### config.mk
export PLATFORM = sky130hd
export DESIGN_NAME = acc_bias_act_flat
export DESIGN_NICKNAME = d
export VERILOG_FILES = /design/src/rtl/acc_bias_act_pkg.sv /design/src/rtl/acc_bias_act_if.sv /design/src/rtl/acc_post_proc.sv /design/src/rtl/acc_bias_act.sv /design/src/flat_wrapper.sv
export SDC_FILE = /design/constraint.sdc
export NUM_CORES = 1
export LEC_CHECK = 0
export BUFFER_PORTS_ARGS = -buffer_cell sky130_fd_sc_hd__buf_2
export CELL_PAD_IN_SITES_DETAIL_PLACEMENT = 1
export CELL_PAD_IN_SITES_GLOBAL_PLACEMENT = 1
export CORE_ASPECT_RATIO = 0.6
export CORE_UTILIZATION = 40
export CTS_CLUSTER_SIZE = 20
export DETAILED_ROUTE_END_ITERATION = 8
export PLACE_DENSITY_LB_ADDON = 0.08
export RECOVER_POWER = 25
export SYNTH_ARGS = -nofsm -noshare
export SYNTH_HDL_FRONTEND = slang
export SYNTH_SLANG_ARGS = --single-unit
### constraint.sdc
create_clock -name clk -period 4.1 [get_ports clk]
set_input_delay 0.205 -clock clk [delete_from_list [all_inputs] [get_ports clk]]
set_output_delay 0.205 -clock clk [all_outputs]
set_load 0.02 [all_outputs]
### src/rtl/acc_bias_act_pkg.sv
// Shared types and constants for the accumulate/bias/activation stage.
// Build option: ACC_BIAS_ACT_ROUND_EN enables round-half-up before shifting.
package acc_bias_act_pkg;

    typedef enum logic [1:0] {
        IDLE  = 2'd0,
        ACC   = 2'd1,
        STALL = 2'd2,
        DRAIN = 2'd3
    } state_e;

    localparam int LEAKY_SHIFT = 3;

    localparam int DEF_DATA_W  = 32;
    localparam int DEF_OUT_W   = 16;
    localparam int DEF_CNT_W   = 16;
    localparam int DEF_SHIFT_W = 5;

endpackage

### src/rtl/acc_bias_act_if.sv
// Data-in and result-out handshake bundle of acc_bias_act.
interface acc_bias_act_if
    import acc_bias_act_pkg::*;
#(
    parameter int DATA_W = DEF_DATA_W,
    parameter int OUT_W  = DEF_OUT_W
);
    logic              in_valid;
    logic [DATA_W-1:0] in_data;
    logic              out_valid;
    logic              out_ready;
    logic [OUT_W-1:0]  out_data;

    modport master (
        output in_valid, in_data, out_ready,
        input  out_valid, out_data
    );

    modport slave (
        input  in_valid, in_data, out_ready,
        output out_valid, out_data
    );
endinterface

### src/rtl/acc_post_proc.sv
// Combinational shift (optional round), leaky-ReLU and signed saturation.
// Build option: ACC_BIAS_ACT_ROUND_EN adds half an LSB before the shift.
module acc_post_proc
    import acc_bias_act_pkg::*;
#(
    parameter int DATA_W  = DEF_DATA_W,
    parameter int OUT_W   = DEF_OUT_W,
    parameter int SHIFT_W = DEF_SHIFT_W
) (
    input  logic [DATA_W-1:0]  x_i,
    input  logic [SHIFT_W-1:0] shift_i,
    input  logic               leaky_i,
    output logic [OUT_W-1:0]   y_o
);
    localparam logic signed [DATA_W-1:0] MAXV =
        DATA_W'(2 ** (OUT_W - 1) - 1);
    localparam logic signed [DATA_W-1:0] MINV = ~MAXV;
`ifdef ACC_BIAS_ACT_ROUND_EN
    localparam logic [DATA_W-1:0] ONE = DATA_W'(1);
`endif

    logic signed [DATA_W-1:0] r;
    logic signed [DATA_W-1:0] s;
    logic signed [DATA_W-1:0] l;

    always_comb begin
        r = x_i;
`ifdef ACC_BIAS_ACT_ROUND_EN
        if (shift_i != '0) begin
            r = x_i + (ONE << (shift_i - SHIFT_W'(1)));
        end
`endif
        s = r >>> shift_i;
        l = (leaky_i && s[DATA_W-1]) ? (s >>> LEAKY_SHIFT) : s;
        if (l > MAXV) begin
            y_o = MAXV[OUT_W-1:0];
        end else if (l < MINV) begin
            y_o = MINV[OUT_W-1:0];
        end else begin
            y_o = l[OUT_W-1:0];
        end
    end
endmodule

### src/rtl/acc_bias_act.sv
// Windowed bias-seeded accumulator with post-processing and a one-deep
// output register; repeats cfg_n_out windows per start.
module acc_bias_act
    import acc_bias_act_pkg::*;
#(
    parameter int DATA_W  = DEF_DATA_W,
    parameter int OUT_W   = DEF_OUT_W,
    parameter int CNT_W   = DEF_CNT_W,
    parameter int SHIFT_W = DEF_SHIFT_W
) (
    input  logic               clk,
    input  logic               rst,
    input  logic               start,
    input  logic [CNT_W-1:0]   cfg_len,
    input  logic [CNT_W-1:0]   cfg_n_out,
    input  logic [DATA_W-1:0]  cfg_bias,
    input  logic [SHIFT_W-1:0] cfg_shift,
    input  logic               cfg_leaky,
    acc_bias_act_if.slave      bus,
    output logic               busy,
    output logic               done,
    output logic               err
);
    state_e              state_q, state_d;
    logic [DATA_W-1:0]   acc_q, acc_d;
    logic [CNT_W-1:0]    win_q, win_d;
    logic [CNT_W-1:0]    ocnt_q, ocnt_d;
    logic [CNT_W-1:0]    len_q, len_d;
    logic [CNT_W-1:0]    nout_q, nout_d;
    logic [DATA_W-1:0]   bias_q, bias_d;
    logic [SHIFT_W-1:0]  shift_q, shift_d;
    logic                leaky_q, leaky_d;
    logic [OUT_W-1:0]    odata_q, odata_d;
    logic                ovalid_q, ovalid_d;
    logic                done_q, done_d;
    logic                err_q, err_d;

    logic [DATA_W-1:0]   sum;
    logic [DATA_W-1:0]   pp_in;
    logic [OUT_W-1:0]    pp_out;
    logic                win_last;
    logic                run_last;
    logic                slot_free;

    // STALL holds the closed window's final sum in acc
    assign sum       = acc_q + bus.in_data;
    assign pp_in     = (state_q == STALL) ? acc_q : sum;
    assign win_last  = (win_q == len_q - CNT_W'(1));
    assign run_last  = (ocnt_q == nout_q - CNT_W'(1));
    assign slot_free = !ovalid_q || bus.out_ready;

    acc_post_proc #(
        .DATA_W (DATA_W),
        .OUT_W  (OUT_W),
        .SHIFT_W(SHIFT_W)
    ) u_post (
        .x_i    (pp_in),
        .shift_i(shift_q),
        .leaky_i(leaky_q),
        .y_o    (pp_out)
    );

    always_comb begin
        state_d  = state_q;
        acc_d    = acc_q;
        win_d    = win_q;
        ocnt_d   = ocnt_q;
        len_d    = len_q;
        nout_d   = nout_q;
        bias_d   = bias_q;
        shift_d  = shift_q;
        leaky_d  = leaky_q;
        odata_d  = odata_q;
        ovalid_d = ovalid_q && !bus.out_ready;
        done_d   = 1'b0;
        err_d    = err_q;
        unique case (state_q)
            IDLE: begin
                if (start) begin
                    if (cfg_len != '0 && cfg_n_out != '0) begin
                        len_d   = cfg_len;
                        nout_d  = cfg_n_out;
                        bias_d  = cfg_bias;
                        shift_d = cfg_shift;
                        leaky_d = cfg_leaky;
                        acc_d   = cfg_bias;
                        win_d   = '0;
                        ocnt_d  = '0;
                        err_d   = 1'b0;
                        state_d = ACC;
                    end else begin
                        done_d = 1'b1;
                    end
                end
            end
            ACC: begin
                if (bus.in_valid) begin
                    if (win_last) begin
                        win_d = '0;
                        if (slot_free) begin
                            odata_d  = pp_out;
                            ovalid_d = 1'b1;
                            acc_d    = bias_q;
                            ocnt_d   = ocnt_q + CNT_W'(1);
                            state_d  = run_last ? DRAIN : ACC;
                        end else begin
                            acc_d   = sum;
                            state_d = STALL;
                        end
                    end else begin
                        acc_d = sum;
                        win_d = win_q + CNT_W'(1);
                    end
                end
            end
            STALL: begin
                if (bus.in_valid) begin
                    err_d = 1'b1;
                end
                if (bus.out_ready) begin
                    odata_d  = pp_out;
                    ovalid_d = 1'b1;
                    acc_d    = bias_q;
                    ocnt_d   = ocnt_q + CNT_W'(1);
                    state_d  = run_last ? DRAIN : ACC;
                end
            end
            DRAIN: begin
                if (ovalid_q && bus.out_ready) begin
                    done_d  = 1'b1;
                    state_d = IDLE;
                end
            end
            default: state_d = IDLE;
        endcase
    end

    always_ff @(posedge clk) begin
        if (rst) begin
            state_q  <= IDLE;
            acc_q    <= '0;
            win_q    <= '0;
            ocnt_q   <= '0;
            len_q    <= '0;
            nout_q   <= '0;
            bias_q   <= '0;
            shift_q  <= '0;
            leaky_q  <= 1'b0;
            odata_q  <= '0;
            ovalid_q <= 1'b0;
            done_q   <= 1'b0;
            err_q    <= 1'b0;
        end else begin
            state_q  <= state_d;
            acc_q    <= acc_d;
            win_q    <= win_d;
            ocnt_q   <= ocnt_d;
            len_q    <= len_d;
            nout_q   <= nout_d;
            bias_q   <= bias_d;
            shift_q  <= shift_d;
            leaky_q  <= leaky_d;
            odata_q  <= odata_d;
            ovalid_q <= ovalid_d;
            done_q   <= done_d;
            err_q    <= err_d;
        end
    end

    assign bus.out_valid = ovalid_q;
    assign bus.out_data  = odata_q;
    assign busy          = (state_q != IDLE);
    assign done          = done_q;
    assign err           = err_q;
endmodule

### src/flat_wrapper.sv
// flat-port wrapper written by rule: the top's interface ports become plain ports
module acc_bias_act_flat import acc_bias_act_pkg::*;
#(
    parameter int DATA_W  = DEF_DATA_W,
    parameter int OUT_W   = DEF_OUT_W,
    parameter int CNT_W   = DEF_CNT_W,
    parameter int SHIFT_W = DEF_SHIFT_W
)
  (clk, rst, start, cfg_len, cfg_n_out, cfg_bias, cfg_shift, cfg_leaky, busy, done, err, bus_in_valid, bus_in_data, bus_out_ready, bus_out_valid, bus_out_data);
  acc_bias_act_if #(.DATA_W(DATA_W), .OUT_W(OUT_W)) bus_i ();
  input  logic clk;
  input  logic rst;
  input  logic start;
  input  logic [CNT_W-1:0] cfg_len;
  input  logic [CNT_W-1:0] cfg_n_out;
  input  logic [DATA_W-1:0] cfg_bias;
  input  logic [SHIFT_W-1:0] cfg_shift;
  input  logic cfg_leaky;
  output logic busy;
  output logic done;
  output logic err;
  input wire logic [$bits(bus_i.in_valid)-1:0] bus_in_valid;
  input wire logic [$bits(bus_i.in_data)-1:0] bus_in_data;
  input wire logic [$bits(bus_i.out_ready)-1:0] bus_out_ready;
  output wire logic [$bits(bus_i.out_valid)-1:0] bus_out_valid;
  output wire logic [$bits(bus_i.out_data)-1:0] bus_out_data;
  assign bus_i.in_valid = bus_in_valid;
  assign bus_i.in_data = bus_in_data;
  assign bus_i.out_ready = bus_out_ready;
  assign bus_out_valid = bus_i.out_valid;
  assign bus_out_data = bus_i.out_data;
  acc_bias_act #(.DATA_W(DATA_W), .OUT_W(OUT_W), .CNT_W(CNT_W), .SHIFT_W(SHIFT_W)) u_core (.clk(clk), .rst(rst), .start(start), .cfg_len(cfg_len), .cfg_n_out(cfg_n_out), .cfg_bias(cfg_bias), .cfg_shift(cfg_shift), .cfg_leaky(cfg_leaky), .bus(bus_i), .busy(busy), .done(done), .err(err));
endmodule
# Word level (Yosys, flattened, before mapping)

Cells that the tools add are included.

Bits of input ports: 107
Word-level logic and storage cells: 104
Bits in registers: 155
Output and inout port bits: 20

Equal/unequal tests: 13
Add/subtract/negate cells: 5
Magnitude comparators: 2
Reductions and logical operators: 22
Shift-type cells: 1
Multiplexer cells: 48

Operators with widths:

| operator                                               | number |
|---|---|
| 2-to-1 mux 16 bit                                      | 14 |
| 2-to-1 mux 32 bit                                      | 7 |
| one-hot mux 32 bit (3 select lines)                    | 1 |
| one-hot mux 16 bit (2 select lines)                    | 2 |
| one-hot mux 16 bit (3 select lines)                    | 1 |
| adder 16 x 1 -> 16 bit (second input constant)         | 2 |
| adder 32 bit                                           | 1 |
| equality test 16 bit                                   | 2 |
| > comparator 32 x 16 -> 1 bit (second input constant)  | 1 |
| < comparator 32 x 16 -> 1 bit (second input constant)  | 1 |
| nonzero test 16 bit                                    | 2 |
| >>> shifter 32 x 5 -> 32 bit                           | 1 |
| subtractor 16 x 1 -> 16 bit (second input constant)    | 2 |
| 2-to-1 mux 31 bit                                      | 1 |
| 2-to-1 mux 2 bit                                       | 8 |
| 2-to-1 mux 1 bit                                       | 10 |
| AND reduction 5 bit                                    | 2 |
| inequality test 2 x 1 -> 1 bit (second input constant) | 4 |
| inequality test 2 bit (second input constant)          | 4 |
| one-hot mux 2 bit (4 select lines)                     | 1 |
| AND reduction 4 bit                                    | 2 |
| nonzero test 2 bit                                     | 4 |
| AND reduction 7 bit                                    | 1 |
| one-hot mux 1 bit (2 select lines)                     | 3 |
| 9 further kinds                                        | 14 |

# Depth between registers and ports, before layout

Depth after elaboration: 12
Gate-level depth with buffers: 20
Depth with buffers taken out: 16

# Modules after synthesis

From an unflattened synthesis, not the netlist that was laid out.

Cells, all modules: 1667
Area total of the unflattened synthesis: 12653.4 um^2

Modules (own cells, without submodules):

| module        | seq. area each (um^2) | area an instance (um^2) | instances | cells each |
|---|---|---|---|---|
| acc_bias_act  | 3103.0                | 9679.3                  | 1         | 1287 |
| acc_post_proc | 0.0                   | 2974.1                  | 1         | 380 |

# Worst setup path after synthesis

OpenSTA, ideal clock, no wires.

Path kind: register to register
Start: reg u_core.acc_q[0]
End: reg u_core.odata_q[3] (netlist: u_core.bus.out_data[3])
Clock period less this slack: 4421 ps
Slack: -321 ps
Data required time: 4004 ps
Cell stages (with the launch flop): 17
Arrival time: 4326 ps
Path buffers: 0
Setup time: 96 ps
Cells stage by stage: dfxtp_1 > ha_1 > fa_1 > a21o_1 > a221o_1 > a21o_1 > a21o_1 > a2111o_1 > or3_1 > o21ai_2 > o221ai_2 > o32a_1 > o311ai_2 > nand2_2 > or4b_1 > o31a_1 > o41ai_2

Word-level cells in the longest chain between the ends: 12
Elaborated cells on any way between the ends: 14
Those cells by class: add/sub: 1; order compare: 2; shift: 1; mux: 9; reduce/logical: 1

RTL lines:

| element                               | RTL line            | source |
|---|---|---|
| start: declaration                    | acc_bias_act.sv:25  | `logic [DATA_W-1:0] acc_q, acc_d;` |
| start signal: assignment              | acc_bias_act.sv:141 | `acc_q <= '0;` |
| start signal: assignment              | acc_bias_act.sv:155 | `acc_q <= acc_d;` |
| adder 32 bit                          | acc_bias_act.sv:46  | `assign sum = acc_q + bus.in_data;` |
| 2-to-1 mux 32 bit *                   | acc_bias_act.sv:47  | `assign pp_in = (state_q == STALL) ? acc_q : sum;` |
| >>> shifter 32 x 5 -> 32 bit *        | acc_post_proc.sv:33 | `s = r >>> shift_i;` |
| logical AND 1 bit                     | acc_post_proc.sv:34 | `l = (leaky_i && s[DATA_W-1]) ? (s >>> LEAKY_SHIFT) : s;` |
| 2-to-1 mux 31 bit                     | acc_post_proc.sv:34 |  |
| < comparator 32 x 16 -> 1 bit         | acc_post_proc.sv:37 | `end else if (l < MINV) begin` |
| 2-to-1 mux 16 bit                     | acc_post_proc.sv:37 |  |
| 2-to-1 mux 16 bit *                   | acc_post_proc.sv:35 | `if (l > MAXV) begin` |
| 2-to-1 mux 16 bit                     | acc_bias_act.sv:100 | `if (slot_free) begin` |
| 2-to-1 mux 16 bit                     | acc_bias_act.sv:98  | `if (win_last) begin` |
| 2-to-1 mux 16 bit                     | acc_bias_act.sv:97  | `if (bus.in_valid) begin` |
| one-hot mux 16 bit (2 select lines) * | acc_bias_act.sv:77  | `unique case (state_q)` |
| end signal: assignment                | acc_bias_act.sv:163 | `odata_q <= odata_d;` |
| end: declaration                      | acc_bias_act.sv:33  | `logic [OUT_W-1:0] odata_q, odata_d;` |

Every way passes the cells marked *; elsewhere a longest branch is shown, timed or not. The select of a mux whose other input is x is not followed.
A chain may end at the register's enable or synchronous reset.

# Worst setup path after layout

Start: reg u_core.acc_q[4]
End: reg u_core.odata_q[9] (netlist: u_core.bus.out_data[9])

The elaborated chain is that of the path after synthesis.

==> summary.md <==
| Metric | Value |
|---|---|
| Final core occ | `56.6%` |
| Core area | `31700 um^2` |
| Global route overflow | `0` |
| Sequential share of the synthesized area | `23.7%` |
| Tcrit/Tclk final | `120%` |
| MaxCap Viol Count | `1` |
| Cells after synthesis | `1819` |
| Crit-path max FO | `8` |
| Initial Util | `41.3%` |
| Avg Cell Area, Syn | `7.21 um^2` |
| Net Sw Frac | `45.4%` |
| Relative max-transition margin | `-11.1%` |
| Final setup violation count | `15` |
| DRT Pass-1 Iters | `5` |
| Ys flop type | `dfxtp_1` |
| Final net count | `2365` |
| CP Launch Type | `flop` |
| ANT cells | `0` |
| Peak supply drop | `0.000300 V` |
| Unrepaired setup endpoints after global routing | `yes` |
| Int Power | `around 5 mW` |
| Vias in the first global route | `16237` |
| DRC Markers | `0` |
| Endpoints failing hold | `0` |
| NetSw | `around 4.2 mW` |
| Final Wtd Congestion | `0.999` |
| Sequential share of power | `20.2%` |
| Clock share of power | `19.7%` |
| Die Y-Extent | `142 um` |
| Sink Count | `155` |
| HPWL after DPL | `48.5 mm` |
| Pin count of the biggest net entering global routing | `76` |
| Min-delay worst type | `in -> reg` |
| Synthesized net count | `between 1500 and 2000` |
| First DRT Iteration DRCs | `1389` |
| TritonCTS Buffers | `17` |
| Yosys reg bits | `between 150 and 200` |
| WL final | `~65 mm` |
| Final-layout fill cell count | `about 4000` |
| CTS tree | `done` |
| Routed Antenna Nets | `0` |
| Total I/O pin count | `127` |
| Distinct cell type count after synthesis | `94` |
| Avg WL per Cell | `24.5 um` |
| F_max | `between 0.2 and 0.25 GHz` |
| Period minus WS final | `4920 ps` |
| Clock slew at reported path FFs | `approximately 80 ps` |
| Buffers on Ports | `126` |
| Multi-input gate area | `between 9000 and 10000 um^2` |
| PnR worst setup slack | `-820 ps` |
| Warnings from Yosys | `0` |
| Register area | `3110 um^2` |
| Slew Limit Fails | `65` |
| Layout cells sized above 1 | `28.8%` |
| Placed Cells incl. Taps | `2569` |
| Clock latency on the worst-skew pair | `approximately 470 ps` |
| Cell leakage power | `7.54 nW` |
| Outcome | `finished with violations` |
| Std cell rows | `50` |
| Post-route insts no fill | `2647` |
| Die W | `236 um` |
| Logic pwr share | `60.1%` |
| Vias per inst | `6.20` |
| Failing checks | `capacitance limit, slew limit, setup timing` |
| Max Buffers Root-to-Sink | `2` |
| Routed vias | `16400` |
| Die area | `33500 um^2` |
| H-tree Lvls | `4` |
| Slew at the pin closest to its max-slew limit | `1670 ps` |
| Async SR Flop Fraction | `0%` |
| Cell Area, Synth | `13100 um^2` |
| WP data required | `4470 ps` |
| Number of synthesized flops with an enable pin | `0` |
| First-pass GRT wire length | `97.9 mm` |
| Arrival time at the worst endpoint | `5290 ps` |
| Area grow syn2layout | `36.9%` |
| Layout Skew | `17.1 ps` |
| Crit end category | `flop` |
| Root buffer cell | `clkbuf_16` |
| Crit path kind | `reg -> reg` |
| Antenna violations before repair | `1` |
| Power Density | `517 nW/um^2` |
| Global Route Usage Sum | `38.0%` |
-- final timing paths --
path	start	to	slack, ps	cells past startpoint
worst max register to register	u_core.acc_q[4]$_SDFFE_PP0P_	u_core.bus.out_data[9]$_SDFFE_PP0P_	-820	19
worst max-delay path	u_core.acc_q[4]$_SDFFE_PP0P_	u_core.bus.out_data[9]$_SDFFE_PP0P_	-820	19
worst min-delay path	cfg_shift[1]	u_core.shift_q[1]$_SDFFE_PP0P_	7	3
worst min register to register	u_core.bias_q[9]$_SDFFE_PP0P_	u_core.bias_q[9]$_SDFFE_PP0P_	460	2
-- cell type report --
class | count | share of cell area (%)
inverters | 35 | 0.732
well taps | 416 | 2.90
clock inverters | 14 | 1.14
flip-flops and latches | 155 | 17.3
repair buffers | 521 | 20.9
clock buffers | 18 | 2.39
multi-input cells | 1488 | 54.6
-- cells in the final DEF, fill, tap and decap left out, drive strengths merged, types with 9 or more instances in the layout --
cell type / instances
buf: 463
nand2: 273
nor2: 217
a21oi: 194
dfxtp: 155
o21ai: 98
nor3: 67
mux2i: 46
xnor2: 43
clkbuf: 43
inv: 42
a221oi: 41
ha: 39
nand3: 38
xor2: 38
nand4: 34
dlygate4sd3: 33
a211oi: 27
or3: 23
o211ai: 20
and3: 19
nor4: 19
a21o: 16
mux4: 16
mux2: 15
a31oi: 11
and2: 10
a22oi: 9
-- kinds of logic after synthesis --
group | synth area share, %
muxes | 7.58
DFF | 23.7
AOI/OAI and AO/OA | 27.9
and+or+nand+nor | 26.0
xor gates and xnor gates | 5.47
adders and majority gates | 3.87
buffers and inverters | 5.48
-- metal layers --
layer  wire length (um)  up-vias  global-route usage, %
li1                   -     7464                      -
met1              32000     8181                   57.7
met3               5720       52                   8.34
met4                743        2                   7.74
met5                 13        -                      0
met2              26400      701                   53.8
-- worst max-delay path, stage by stage (launching register included) --
cell,delay (ps)
dfxtp_1,350
ha_4,310
o211ai_1,150
o21ai_1,220
and4_1,290
o21ai_2,80
buf_4,180
a31o_2,240
xnor2_2,350
buf_4,210
o32ai_1,110
o2bb2ai_4,240
buf_4,160
or2_1,170
mux2i_4,100
a221o_1,400
or4b_4,520
o31a_1,300
buf_12,170
o41ai_2,260
-- through the flow --
stage	area (um^2)	hold WS, ps	TNS [ps]	power (mW)	worst slack (ps)
final	18000	6.76	-11420	9.29	-820
after global routing	18000	16.1	-13400	9.70	-954
after CTS	17500	0.138	-8730	8.88	-672
after detailed placement	16400	447	-12060	6.95	-878
after global placement	16400	443	-13140	6.82	-912
after floorplan	13100	341	-3040	4.55	-220
-- cell usage after synthesis, drive strengths merged (19+ instances only) --
cell	n	share of area [%]
a221oi	41	2.7
clkbuf	95	2.7
buf	46	1.7
nand3	38	1.5
xnor2	43	2.9
a21oi	194	7.5
or3	23	1.1
xor2	38	2.5
and3	19	0.91
nor4	19	0.91
inv	35	1.0
a211oi	27	1.5
ha	39	3.7
dfxtp	155	24
nor2	217	6.2
o21ai	98	3.8
mux2i	46	3.5
nor3	67	2.6
nand2	273	7.8
nand4	34	1.6
o211ai	20	1.2
-- power groups by stage --
stage	sequential (mW)	clock (mW)	combinational (mW)
after floorplan	1.93	0	2.62
after global placement	1.88	0	4.94
after detailed placement	1.89	0	5.06
after CTS	1.86	1.83	5.19
after global routing	1.89	1.89	5.91
final	1.87	1.83	5.59
-- registers in the layout, summed over array words and instances (netlist names), 2 cells and up --
signal               count
u_core.win_q            16
u_core.shift_q           5
u_core.state_q           2
u_core.nout_q           16
u_core.ocnt_q           16
u_core.acc_q            32
u_core.len_q            16
u_core.bus.out_data     16
u_core.bias_q           32
-- repair_timing --
item                                    in CTS  in global routing
pin swaps                                   13                 24
endpoints found under the hold margin       33                  0
gates cloned                                 0                  1
endpoints found under the setup margin      15                 15
setup buffers                                4                  9
gates resized for setup                     25                 71
hold buffers                                33                  0
No activity file was read; power rests on OpenSTA's default activity.
